`config.mk`:
```
export PLATFORM = sky130hd
export DESIGN_NAME = cve2_sleep_ctrl_flat
export DESIGN_NICKNAME = d
export VERILOG_FILES = /design/src/rtl/cve2_sleep_ctrl_pkg.sv /design/src/rtl/cve2_sleep_ctrl_if.sv /design/src/rtl/cve2_sleep_ctrl.sv /design/src/flat_wrapper.sv
export SDC_FILE = /design/constraint.sdc
export NUM_CORES = 1
export LEC_CHECK = 0
export ABC_AREA = 1
export ABC_CLOCK_PERIOD_IN_PS = 1500
export BUFFER_PORTS_ARGS = -buffer_cell sky130_fd_sc_hd__buf_2
export CAP_MARGIN = 40
export CORE_MARGIN = 3
export CORE_UTILIZATION = 25
export DETAILED_ROUTE_END_ITERATION = 16
export MAX_ROUTING_LAYER = met4
export SYNTH_ARGS = -nofsm -noshare
export SYNTH_HDL_FRONTEND = slang
export SYNTH_SLANG_ARGS = --single-unit
```
`constraint.sdc`:
```
create_clock -name clk_i -period 1.5 [get_ports clk_i]
set_input_delay 0.3 -clock clk_i [delete_from_list [all_inputs] [get_ports clk_i]]
set_output_delay 0.3 -clock clk_i [all_outputs]
set_load 0.01 [all_outputs]
```
`src/rtl/cve2_sleep_ctrl_pkg.sv`:
```
`default_nettype none
// +--------------------------------------------------------------------------+
// | cve2_pkg : shared types and constants for the WFI sleep controller.      |
// | Revision : 1.0                                                           |
// +--------------------------------------------------------------------------+
package cve2_pkg;

    localparam int unsigned c_wake_cnt_w    = 4;
    localparam int unsigned c_timeout_cnt_w = 16;

    typedef enum logic [1:0] {
        RUN   = 2'd0,
        DRAIN = 2'd1,
        SLEEP = 2'd2,
        WAKE  = 2'd3
    } sleep_ctrl_state_e;

    // Events that end a WFI: pending enabled interrupt or external debug request.
    function automatic logic wake_event(input logic irq_pending, input logic debug_req);
        return irq_pending | debug_req;
    endfunction

endpackage
`default_nettype wire

```
`src/rtl/cve2_sleep_ctrl_if.sv`:
```
`default_nettype none
// +--------------------------------------------------------------------------+
// | cve2_sleep_ctrl_if : core-side control and sleep-unit signals of the     |
// | WFI sleep controller.  Revision : 1.0                                    |
// +--------------------------------------------------------------------------+
interface cve2_sleep_ctrl_if;

    logic fetch_enable_i;
    logic wfi_i;
    logic irq_pending_i;
    logic debug_req_i;
    logic debug_mode_i;
    logic if_busy_i;
    logic lsu_busy_i;

    logic ctrl_busy_o;
    logic wake_from_sleep_o;
    logic halt_if_o;
    logic wfi_done_o;
    logic timeout_o;

    modport master (
        output fetch_enable_i,
        output wfi_i,
        output irq_pending_i,
        output debug_req_i,
        output debug_mode_i,
        output if_busy_i,
        output lsu_busy_i,
        input  ctrl_busy_o,
        input  wake_from_sleep_o,
        input  halt_if_o,
        input  wfi_done_o,
        input  timeout_o
    );

    modport slave (
        input  fetch_enable_i,
        input  wfi_i,
        input  irq_pending_i,
        input  debug_req_i,
        input  debug_mode_i,
        input  if_busy_i,
        input  lsu_busy_i,
        output ctrl_busy_o,
        output wake_from_sleep_o,
        output halt_if_o,
        output wfi_done_o,
        output timeout_o
    );

endinterface
`default_nettype wire

```
`src/rtl/cve2_sleep_ctrl.sv`:
```
`default_nettype none
// +--------------------------------------------------------------------------+
// | cve2_sleep_ctrl : WFI sequencing FSM (RUN/DRAIN/SLEEP/WAKE).             |
// | Optional forced wake after WfiTimeout cycles: define CVE2_WFI_TIMEOUT_EN |
// | Revision : 1.0                                                           |
// +--------------------------------------------------------------------------+
module cve2_sleep_ctrl
    import cve2_pkg::*;
#(
    parameter int unsigned WakeLatency = 2,
    parameter int unsigned WfiTimeout  = 1024
) (
    input  logic              clk_i,
    input  logic              rst_ni,
    cve2_sleep_ctrl_if.slave  bus
);

    localparam logic [c_wake_cnt_w-1:0] c_wake_load = c_wake_cnt_w'(WakeLatency - 1);

    sleep_ctrl_state_e         r_state;
    sleep_ctrl_state_e         w_state_next;
    logic [c_wake_cnt_w-1:0]   r_wake_cnt;
    logic [c_wake_cnt_w-1:0]   w_wake_cnt_next;

    logic w_wake_evt;
    logic w_wfi_req;
    logic w_timeout_hit;
    logic w_ctrl_busy;
    logic w_halt_if;
    logic w_wake_from_sleep;
    logic w_wfi_done;
    logic w_timeout;

    assign w_wake_evt = wake_event(bus.irq_pending_i, bus.debug_req_i);
    assign w_wfi_req  = bus.wfi_i & bus.fetch_enable_i;

`ifdef CVE2_WFI_TIMEOUT_EN
    localparam logic [c_timeout_cnt_w-1:0] c_timeout_last = c_timeout_cnt_w'(WfiTimeout - 1);

    logic [c_timeout_cnt_w-1:0] r_sleep_cnt;

    // Zero outside SLEEP, so every SLEEP entry starts counting from 0.
    always_ff @(posedge clk_i or negedge rst_ni) begin
        if (!rst_ni) begin
            r_sleep_cnt <= '0;
        end else if (r_state == SLEEP) begin
            r_sleep_cnt <= r_sleep_cnt + c_timeout_cnt_w'(1);
        end else begin
            r_sleep_cnt <= '0;
        end
    end

    assign w_timeout_hit = (r_state == SLEEP) && (r_sleep_cnt == c_timeout_last);
`else
    logic w_unused_timeout_cfg;

    assign w_unused_timeout_cfg = (WfiTimeout != 0);
    assign w_timeout_hit        = 1'b0;
`endif

    always_ff @(posedge clk_i or negedge rst_ni) begin
        if (!rst_ni) begin
            r_state    <= RUN;
            r_wake_cnt <= '0;
        end else begin
            r_state    <= w_state_next;
            r_wake_cnt <= w_wake_cnt_next;
        end
    end

    always_comb begin
        w_state_next      = r_state;
        w_wake_cnt_next   = r_wake_cnt;
        w_ctrl_busy       = 1'b1;
        w_halt_if         = 1'b0;
        w_wake_from_sleep = 1'b0;
        w_wfi_done        = 1'b0;
        w_timeout         = 1'b0;

        case (r_state)
            RUN: begin
                if (w_wfi_req) begin
                    // A WFI that could not sleep anyway retires immediately as a NOP.
                    if (bus.debug_mode_i || w_wake_evt) begin
                        w_wfi_done = 1'b1;
                    end else begin
                        w_state_next = DRAIN;
                    end
                end
            end

            DRAIN: begin
                w_halt_if = 1'b1;
                if (w_wake_evt) begin
                    w_state_next    = WAKE;
                    w_wake_cnt_next = c_wake_load;
                end else if (!bus.if_busy_i && !bus.lsu_busy_i) begin
                    w_state_next = SLEEP;
                end
            end

            SLEEP: begin
                w_ctrl_busy       = 1'b0;
                w_halt_if         = 1'b1;
                w_wake_from_sleep = w_wake_evt;
                if (w_wake_evt) begin
                    w_state_next    = WAKE;
                    w_wake_cnt_next = c_wake_load;
                end else if (w_timeout_hit) begin
                    w_state_next      = WAKE;
                    w_wake_cnt_next   = c_wake_load;
                    w_wake_from_sleep = 1'b1;
                    w_timeout         = 1'b1;
                end
            end

            WAKE: begin
                // Busy stays high here to bridge the sleep unit's registered busy latency.
                w_halt_if         = 1'b1;
                w_wake_from_sleep = 1'b1;
                if (r_wake_cnt == '0) begin
                    w_state_next = RUN;
                    w_wfi_done   = 1'b1;
                end else begin
                    w_wake_cnt_next = r_wake_cnt - c_wake_cnt_w'(1);
                end
            end

            default: begin
                w_state_next = RUN;
            end
        endcase
    end

    assign bus.ctrl_busy_o       = w_ctrl_busy;
    assign bus.halt_if_o         = w_halt_if;
    assign bus.wake_from_sleep_o = w_wake_from_sleep;
    assign bus.wfi_done_o        = w_wfi_done & rst_ni;
    assign bus.timeout_o         = w_timeout;

endmodule
`default_nettype wire

```
`src/flat_wrapper.sv`:
```
// flat-port wrapper written by rule: the top's interface ports become plain ports
module cve2_sleep_ctrl_flat import cve2_pkg::*;
#(
    parameter int unsigned WakeLatency = 2,
    parameter int unsigned WfiTimeout  = 1024
)
  (clk_i, rst_ni, bus_fetch_enable_i, bus_wfi_i, bus_irq_pending_i, bus_debug_req_i, bus_debug_mode_i, bus_if_busy_i, bus_lsu_busy_i, bus_ctrl_busy_o, bus_wake_from_sleep_o, bus_halt_if_o, bus_wfi_done_o, bus_timeout_o);
  cve2_sleep_ctrl_if bus_i ();
  input  logic clk_i;
  input  logic rst_ni;
  input wire logic [$bits(bus_i.fetch_enable_i)-1:0] bus_fetch_enable_i;
  input wire logic [$bits(bus_i.wfi_i)-1:0] bus_wfi_i;
  input wire logic [$bits(bus_i.irq_pending_i)-1:0] bus_irq_pending_i;
  input wire logic [$bits(bus_i.debug_req_i)-1:0] bus_debug_req_i;
  input wire logic [$bits(bus_i.debug_mode_i)-1:0] bus_debug_mode_i;
  input wire logic [$bits(bus_i.if_busy_i)-1:0] bus_if_busy_i;
  input wire logic [$bits(bus_i.lsu_busy_i)-1:0] bus_lsu_busy_i;
  output wire logic [$bits(bus_i.ctrl_busy_o)-1:0] bus_ctrl_busy_o;
  output wire logic [$bits(bus_i.wake_from_sleep_o)-1:0] bus_wake_from_sleep_o;
  output wire logic [$bits(bus_i.halt_if_o)-1:0] bus_halt_if_o;
  output wire logic [$bits(bus_i.wfi_done_o)-1:0] bus_wfi_done_o;
  output wire logic [$bits(bus_i.timeout_o)-1:0] bus_timeout_o;
  assign bus_i.fetch_enable_i = bus_fetch_enable_i;
  assign bus_i.wfi_i = bus_wfi_i;
  assign bus_i.irq_pending_i = bus_irq_pending_i;
  assign bus_i.debug_req_i = bus_debug_req_i;
  assign bus_i.debug_mode_i = bus_debug_mode_i;
  assign bus_i.if_busy_i = bus_if_busy_i;
  assign bus_i.lsu_busy_i = bus_lsu_busy_i;
  assign bus_ctrl_busy_o = bus_i.ctrl_busy_o;
  assign bus_wake_from_sleep_o = bus_i.wake_from_sleep_o;
  assign bus_halt_if_o = bus_i.halt_if_o;
  assign bus_wfi_done_o = bus_i.wfi_done_o;
  assign bus_timeout_o = bus_i.timeout_o;
  cve2_sleep_ctrl #(.WakeLatency(WakeLatency), .WfiTimeout(WfiTimeout)) u_core (.clk_i(clk_i), .rst_ni(rst_ni), .bus(bus_i));
endmodule
```
==> results.ini, run 1 <==
[run]
max_cap_viol_count=0

[placed_design]
portBuffers=12
gp_congestion=0.824
place_area_sq_um=668
dp_hpwl_microns=917

[synthesis]
synthesis.area_sq_um=537
synthesis.nets=86
synth.distinct_cells=23
seq_area_frac_synth_pct=28.0
synth_cells=71
syn_avg_cell_area_sq_um=7.56
ys_ff_latch=6
yosysWarnings=0

[timing]
hold_viol_final=0
fin_skew_ps=4.68
report.final.setup_viol=2
period_share_pct=108
rsz0062_at_grt=true
fmax_mhz=616
finalWorstSetupSlack_ps=-125
min_period_ps=1620
finalMaxSlewViolations=0

[layout]
fin_nets=115
synthToLayoutAreaGrowth_pct=52.4
final_common_cell=nand2_1
layout_common_cells=nand2_1 (16), buf_4 (12), buf_2 (10)
drive_above_1_share_pct=54.1
final_cell_area_sq_um=818
utilization_pct=40.9
antenna_cells=0

[clock_network]
cts_made_buffers=3
ctsHtreeMaxLevel=1
clock_latency_ps=250
clock_sinks=6
cts_buffer_depth=2
cts_tree=built
root_buffer=clkbuf_4
clk_pin_slew_worst_paths_ps=40

[critical_path]
crit_path_end_kind=output port
required_ps=1200
crit_chain=inv_4, ha_4, nand2_2, o21ai_2, nand2_1, nor2_1, buf_2
cp_slowest_cell=dfrtp_2
cp_num_buf_inv=2
cpPeakStageDelay_ps=450
start_kind=register
worstSetupPathType=reg2out
worstPathArrival_ps=1320
cp_max_fo=4
critPathTopFamily=flip-flops

[pwr]
internal_power_uw=806
clockPowerShare_pct=10.5
finalPower_mw=1.44
leakagePower_nw=0.391
peakVddDrop_uv=790
swShare_pct=43.9
power_frac_seq_pct=19.1
power_frac_comb_pct=70.4
switching_power_uw=631
p_per_area_mw_per_mm2=1760

[grt]
grt_pass1_wl_mm=1.99
grt.overflow.total=0
grt.total_usage_pct=9.99
antenna_found_initial=0
grt_pass1_vias=497
grt_max_degree=9

[route]
first_pass_iters=2
drc=0
via_per_inst=4.25
wl_per_cell_microns=10.0
num_vias=531
ant_nets=0
finalWirelength_mm=1.25
drtIter0Drc=4

[hold_path]
hold_class=in2reg

[status]
status=finished, violations left
violations=negative setup slack

[floorplanning]
initial_core_util_pct=26.8
io_pins=14
die_x_microns=52.3
num_rows=16
core_sq_mm=0.00200
dieArea_sq_mm=0.00274
fp.dieH_microns=52.3

==> metal layers <==
metal,vias to the layer above,track usage (%),routed length [microns]
li1,281,-,-
met1,237,12.9,599
met4,0,1.28,4
met3,2,4.27,51
met2,11,14.9,599
met5,-,-,0
==> stage by stage <==
| stage | setup slack [ps] | hold slack (ps) | cells | TNS [ps] |
|---|---|---|---|---|
| after floorplan | 74.8 | 4.41 | 71 | 0 |
| after global placement | 55.8 | 228 | 115 | 0 |
| after detailed placement | 22.1 | 225 | 115 | 0 |
| after CTS | -131 | 478 | 123 | -226 |
| after global routing | -230 | 508 | 125 | -482 |
| final | -125 | 468 | 125 | -226 |
==> path summary, 6_finish.rpt <==
| path | from | end | slack, ps | depth (start not counted) |
|---|---|---|---|---|
| setup / recovery | u_core.r_state[0]$_DFFE_PN0P_ | bus_wfi_done_o | -120 | 7 |
| hold reg to reg | u_core.r_wake_cnt[1]$_DFFE_PN0P_ | u_core.r_wake_cnt[1]$_DFFE_PN0P_ | 510 | 2 |
| setup reg to reg | u_core.r_state[1]$_DFFE_PN0P_ | u_core.r_state[1]$_DFFE_PN0P_ | 130 | 9 |
| hold / removal | bus_irq_pending_i | u_core.r_state[0]$_DFFE_PN0P_ | 470 | 5 |
| max in group asynchronous | rst_ni | u_core.r_state[0]$_DFFE_PN0P_ | 850 | 3 |
| min in group asynchronous | rst_ni | u_core.r_wake_cnt[0]$_DFFE_PN0P_ | 520 | 3 |
==> cell type report <==
cell class | instances | area [sq um]
clock buffer | 3 | 22.5
sequential | 6 | 151
tap | 27 | 33.8
fill | 209 | 1180
timing repair buffer | 25 | 173
multi-input combinational | 54 | 393
inverter | 10 | 45.0
==> timing repair <==
action,CTS,global route
hold buffers,1,0
buffers inserted,4,3
resized for setup,12,9
endpoints found under the setup margin,3,4
pin swaps,2,1
endpoints found under the hold margin,6,0
==> worst register-to-register path, cell delays in order (launching register included) <==
cell and delay (ps):
dfrtp_1 420, inv_2 80, buf_4 150, ha_1 180, o21ai_1 70, nand2_1 70, nand2_2 80, nand3_2 90
nand2_1 70, nand2_1 60
==> cell families after synthesis <==
family                   after synthesis  share of synthesized area [%]
AND/OR/NAND/NOR                       35                           35.9
adder cells (fa/ha/maj)                6                           14.0
buffers and inverters                 11                           8.39
AO/OA/AOI/OAI                         12                           13.1
other                                  1                          0.699
flip-flops                             6                           28.0
==> power by group through the flow <==
stage,clock [mW],sequential [mW],combinational [mW]
final,0.151,0.274,1.01
after global routing,0.163,0.282,1.13
after CTS,0.155,0.253,0.903
after detailed placement,0,0.258,0.731
after global placement,0,0.258,0.719
after floorplan,0,0.252,0.495
==> cells in the mapped netlist <==
master    count  area, sq um
nand3_1       5         25.0
or2_1         1         6.26
o21ai_0       2         10.0
nand4_1       1         6.26
inv_2         2         7.51
o21ai_1       6         30.0
inv_1         8         30.0
nand2_2       2         12.5
or2_2         1         6.26
nor2_1        1         3.75
dfrtp_1       6          150
buf_4         1         7.51
o21bai_1      1         7.51
ha_1          6         75.1
nor2_2        3         18.8
nand2_1      17         63.8
nand2_4       1         11.3
nand3_4       1         17.5
a21oi_2       2         17.5
nor2_4        1         11.3
conb_1        1         3.75
a21oi_1       1         5.00
nand3_2       1         10.0
==> registers in the layout (all words and copies together), names as in the netlist <==
| register | flops |
|---|---|
| u_core.r_wake_cnt | 4 |
| u_core.r_state | 2 |
Note: power is estimated with default switching activity, not from simulation.
==> inputs of run 2 (changes only) <==
CORE_MARGIN = 2   (was 3)
==> run 2 against run 1 <==
- the run still ends with negative setup slack left
- first-iteration DRC count increased by 50%
- clock skew about the same
- non-clock buffer count increased by 4
- utilization increased by 1.9 points
- via count increased by 2.3%
- critical path type unchanged
- worst hold slack got worse by 0.58 ps
==> results.ini, run 2 (synthesized netlist as in run 1, its figures left out) <==
[critical_path]
required_ps=1200
crit_path_end_kind=output port
cp_slowest_cell=dfrtp_2
cpPeakStageDelay_ps=450
worstSetupPathType=reg2out
crit_chain=inv_4, ha_4, nand2_2, o21ai_2, nand2_1, nor2_1, buf_2
worstPathArrival_ps=1350
start_kind=register
cp_max_fo=3

[hold_path]
hold_class=in2reg

[grt]
grt_max_degree=9
grt_pass1_vias=549
antenna_found_initial=0
grt.overflow.total=0
grt_pass1_wl_mm=2.30
grt.total_usage_pct=12.3

[floorplanning]
fp.dieH_microns=50.3
core_sq_mm=0.00200
num_rows=16
io_pins=14
initial_core_util_pct=26.8
die_x_microns=50.3
dieArea_sq_mm=0.00253

[placed_design]
gp_congestion=0.865
portBuffers=12
dp_hpwl_microns=901
place_area_sq_um=661
dpl.cell_count=114

[clock_network]
cts_tree=built
ctsHtreeMaxLevel=1
clk_pin_slew_worst_paths_ps=40
clock_sinks=6
clock_latency_ps=250
cts_buffer_depth=2
root_buffer=clkbuf_4
cts_made_buffers=3

[route]
via_per_inst=4.21
first_pass_iters=4
ant_nets=0
num_vias=543
drc=0
finalWirelength_mm=1.35
wl_per_cell_microns=10.4
drtIter0Drc=6

[layout]
final_common_cell=nand2_1
utilization_pct=42.8
regMostFlops=u_core.r_wake_cnt
fillers=210
seq_area_sq_um=153
final_cell_area_sq_um=857
multi_input_area_sq_um=399
fin_nets=119
drive_above_1_share_pct=59.8
reg.largest.list=u_core.r_wake_cnt x4, u_core.r_state x2
instances_no_fill=129
antenna_cells=0
largest_register_ffs=4
layout_common_cells=nand2_1 (16), buf_4 (15), buf_2 (10)
synthToLayoutAreaGrowth_pct=59.7

[status]
status=finished, violations left
violations=negative setup slack

[pwr]
finalPower_mw=1.53
leakagePower_nw=0.406
p_per_area_mw_per_mm2=1790
peakVddDrop_uv=857

[timing]
rsz0062_at_grt=true
report.final.setup_viol=5
hold_viol_final=0
finalMaxSlewViolations=0
fin_skew_ps=5.12
period_share_pct=110
min_period_ps=1650
finalWorstSetupSlack_ps=-154
fmax_mhz=605

[run]
max_cap_viol_count=0

-- run 2: cell types whose count changed in the layout (fill, tap and decap cells not counted) --
cell,before,now
inv_2,3,5
o21ai_2,1,2
ha_2,1,2
dfrtp_2,1,2
inv_4,3,2
dfrtp_1,5,4
buf_4,12,15
ha_1,2,1
buf_6,2,3
inv_1,4,3
o21ai_1,6,5
-- run 2: final timing paths --
check,from,to,slack [ps],cells past startpoint
hold / removal,bus_irq_pending_i,u_core.r_state[0]$_DFFE_PN0P_,470,5
setup / recovery,u_core.r_state[0]$_DFFE_PN0P_,bus_wfi_done_o,-150,7
max in group asynchronous,rst_ni,u_core.r_state[0]$_DFFE_PN0P_,830,3
min in group asynchronous,rst_ni,u_core.r_wake_cnt[0]$_DFFE_PN0P_,540,3
hold reg to reg,u_core.r_wake_cnt[1]$_DFFE_PN0P_,u_core.r_wake_cnt[1]$_DFFE_PN0P_,510,2
setup reg to reg,u_core.r_state[0]$_DFFE_PN0P_,u_core.r_state[0]$_DFFE_PN0P_,-50,10
-- run 2: per-stage QoR --
step,setup WS (ps),hold slack [ps],setup TNS [ps]
floorplan,74.8,4.41,0
global placement,49.0,229,0
detailed placement,34.2,231,0
CTS,-128,479,-211
global route,-257,497,-782
finish,-154,468,-360
-- run 2: power breakdown --
group | total [mW] | switching (mW) | internal [mW]
clock | 0.150 | 0.0596 | 0.0906
sequential | 0.278 | 0.0620 | 0.216
combinational | 1.10 | 0.531 | 0.572
total | 1.53 | 0.652 | 0.879
-- run 2: layout make-up --
class	instances	area share, %
clock buffers	3	2.63
inverters	10	4.96
multi-input cells	54	46.6
flip-flops and latches	6	17.8
well taps	27	3.94
repair buffers	29	24.1
-- run 2: metal layers --
layer / up-vias / track usage [%] / part of all wire (%)
li1: 287 / - / -
met1: 243 / 14.1 / 46
met2: 13 / 20.0 / 49
met3: 0 / 4.46 / 4.9
met4: 0 / 4.05 / 0
met5: - / - / 0
-- run 2: timing repair --
action | in CTS | in global routing
buffers inserted | 5 | 6
hold endpoints to repair | 6 | 0
pin swaps | 2 | 4
gates cloned | 0 | 0
resized for setup | 12 | 13
setup endpoints to repair | 3 | 6
hold buffers | 1 | 0
-- run 2: worst max-delay path: cells and delay by family (launching register included) --
family / cells / cell delay [ps]
AO/OA/AOI/OAI: 1 / 100
flip-flops: 1 / 450
buffers and inverters: 2 / 220
AND/OR/NAND/NOR: 3 / 200
adder cells (fa/ha/maj): 1 / 140
==> inputs of run 3 (changes only) <==
ABC_CLOCK_PERIOD_IN_PS = 2000   (was 1500)
clock period = 2 ns   (was 1.5 ns; I/O delays follow)
==> run 3 against run 2 <==
- the run now ends clean
- sequential share of layout area rose by 4.9 points
- combinational power down 56%
- utilization fell by 9.8 points
- sequential cell count unchanged
- design area decreased by 23%
- global-route usage down 3.1 points
- clock skew up 6.6 ps
- cell count decreased by 12%
- critical path type unchanged
- highest routed layer is now met4
==> results.ini, run 3 (synthesized netlist as in run 1, its figures left out) <==
[route]
finalWirelength_mm=1.01
via_per_inst=4.18
drtIter0Drc=5
wl_per_cell_microns=8.96
first_pass_iters=4
ant_nets=0
num_vias=472
drc=0

[pwr]
switching_power_uw=373
power_frac_comb_pct=60.4
clockPowerShare_pct=14.7
peakVddDrop_uv=566
internal_power_uw=420
leakagePower_nw=0.322
swShare_pct=47.0
p_per_area_mw_per_mm2=1200
power_frac_seq_pct=24.9

[grt]
grt_pass1_vias=407
grt_max_degree=9
grt.total_usage_pct=9.17
antenna_found_initial=0
grt_pass1_wl_mm=1.68
grt.overflow.total=0

[layout]
final_common_cell=nand2_1
layout_common_cells=nand2_1 (17), buf_2 (12), inv_1 (8)
instances_no_fill=113
largest_register_ffs=4
antenna_cells=0
reg.largest.list=u_core.r_wake_cnt x4, u_core.r_state x2
fin_nets=103
synthToLayoutAreaGrowth_pct=23.1
regMostFlops=u_core.r_wake_cnt
utilization_pct=33.0
drive_above_1_share_pct=36.0

[clock_network]
cts_made_buffers=3
cts_setup_buffers=0
cts_tree=built
clock_latency_ps=260
cts_buffer_depth=2
clock_sinks=6
clk_pin_slew_worst_paths_ps=40
ctsHtreeMaxLevel=1
root_buffer=clkbuf_4

[floorplanning]
io_pins=14
num_rows=16
fp.dieH_microns=50.3
initial_core_util_pct=26.8
die_x_microns=50.3
dieArea_sq_mm=0.00253
core_sq_mm=0.00200

[timing]
timing.setup.tns_ps=0
hold_slack_ps=492
hold_viol_final=0
report.final.setup_viol=0
finalWorstSetupSlack_ps=122
fin_skew_ps=11.7
finalMaxSlewViolations=0
rsz0062_at_grt=false
fmax_mhz=533
min_period_ps=1880
period_share_pct=93.9

[critical_path]
cpPeakStageDelay_ps=420
cp_slowest_cell=dfrtp_1
critPathTopFamily=flip-flops
cp_num_buf_inv=2
cp_max_fo=5
crit_path_end_kind=output port
start_kind=register
worstSetupPathType=reg2out
crit_chain=inv_1, ha_2, nand2_2, o21ai_1, nand2_1, nor2_1, buf_2
worstPathArrival_ps=1480
required_ps=1600

[run]
max_cap_viol_count=0

[placed_design]
dpl.cell_count=109
gp_congestion=0.792
portBuffers=12
dp_hpwl_microns=788
post-place-ws_ps=345

[hold_path]
hold_class=reg2reg

[status]
status=finished, final reports clean

-- run 3: cell types whose count changed in the layout (fill, tap and decap cells not counted), sizes merged --
cell,previous run,this run
buf,28,12
-- run 3: worst paths after layout --
kind	from	endpoint	slack [ps]	depth (start not counted)
min reg2reg	u_core.r_wake_cnt[1]$_DFFE_PN0P_	u_core.r_wake_cnt[1]$_DFFE_PN0P_	490	2
max	u_core.r_state[0]$_DFFE_PN0P_	bus_wfi_done_o	120	7
min in group asynchronous	rst_ni	u_core.r_wake_cnt[3]$_DFFE_PN0P_	500	2
max in group asynchronous	rst_ni	u_core.r_wake_cnt[1]$_DFFE_PN0P_	1320	2
max reg2reg	u_core.r_state[0]$_DFFE_PN0P_	u_core.r_wake_cnt[0]$_DFFE_PN0P_	600	6
min	u_core.r_wake_cnt[1]$_DFFE_PN0P_	u_core.r_wake_cnt[1]$_DFFE_PN0P_	490	2
-- run 3: through the flow --
stage               power (mW)  instance area [sq um]
CTS                      0.794                    656
detailed placement       0.670                    623
finish                   0.793                    661
floorplan                0.560                    537
global route             0.877                    661
global placement         0.669                    623
-- run 3: what timing repair did --
| action | CTS | global route |
|---|---|---|
| setup endpoints to repair | 0 | 1 |
| hold buffers | 1 | 0 |
| hold endpoints to repair | 6 | 0 |
| resized for setup | 0 | 2 |
-- run 3: routing by layer --
metal	routed length, microns	global-route usage [%]
met3	53	3.57
met5	0	-
met4	6	5.41
met1	496	11.6
met2	457	12.3
-- run 3: final cells by class --
type | count | area [sq um]
Multi-Input combinational cell | 54 | 347
Clock buffer | 3 | 22.5
Inverter | 10 | 37.5
Tap cell | 27 | 33.8
Timing Repair Buffer | 13 | 70.1
Fill cell | 217 | 1340
Sequential cell | 6 | 150
-- run 3: power by group through the flow --
stage	logic [mW]	registers (mW)	clock network (mW)
2_1_floorplan	0.371	0.189	0
3_3_place_gp	0.472	0.198	0
3_5_place_dp	0.470	0.199	0
4_1_cts	0.474	0.197	0.122
5_1_grt	0.547	0.204	0.126
6_report	0.479	0.197	0.116
-- run 3: worst register-to-register path, cell delays in order (launching register included) --
cell and delay [ps]:
dfrtp_1 420, inv_1 150, ha_2 310, nand2_1 130
nand3_4 130, nor2_2 120, a21oi_2 40
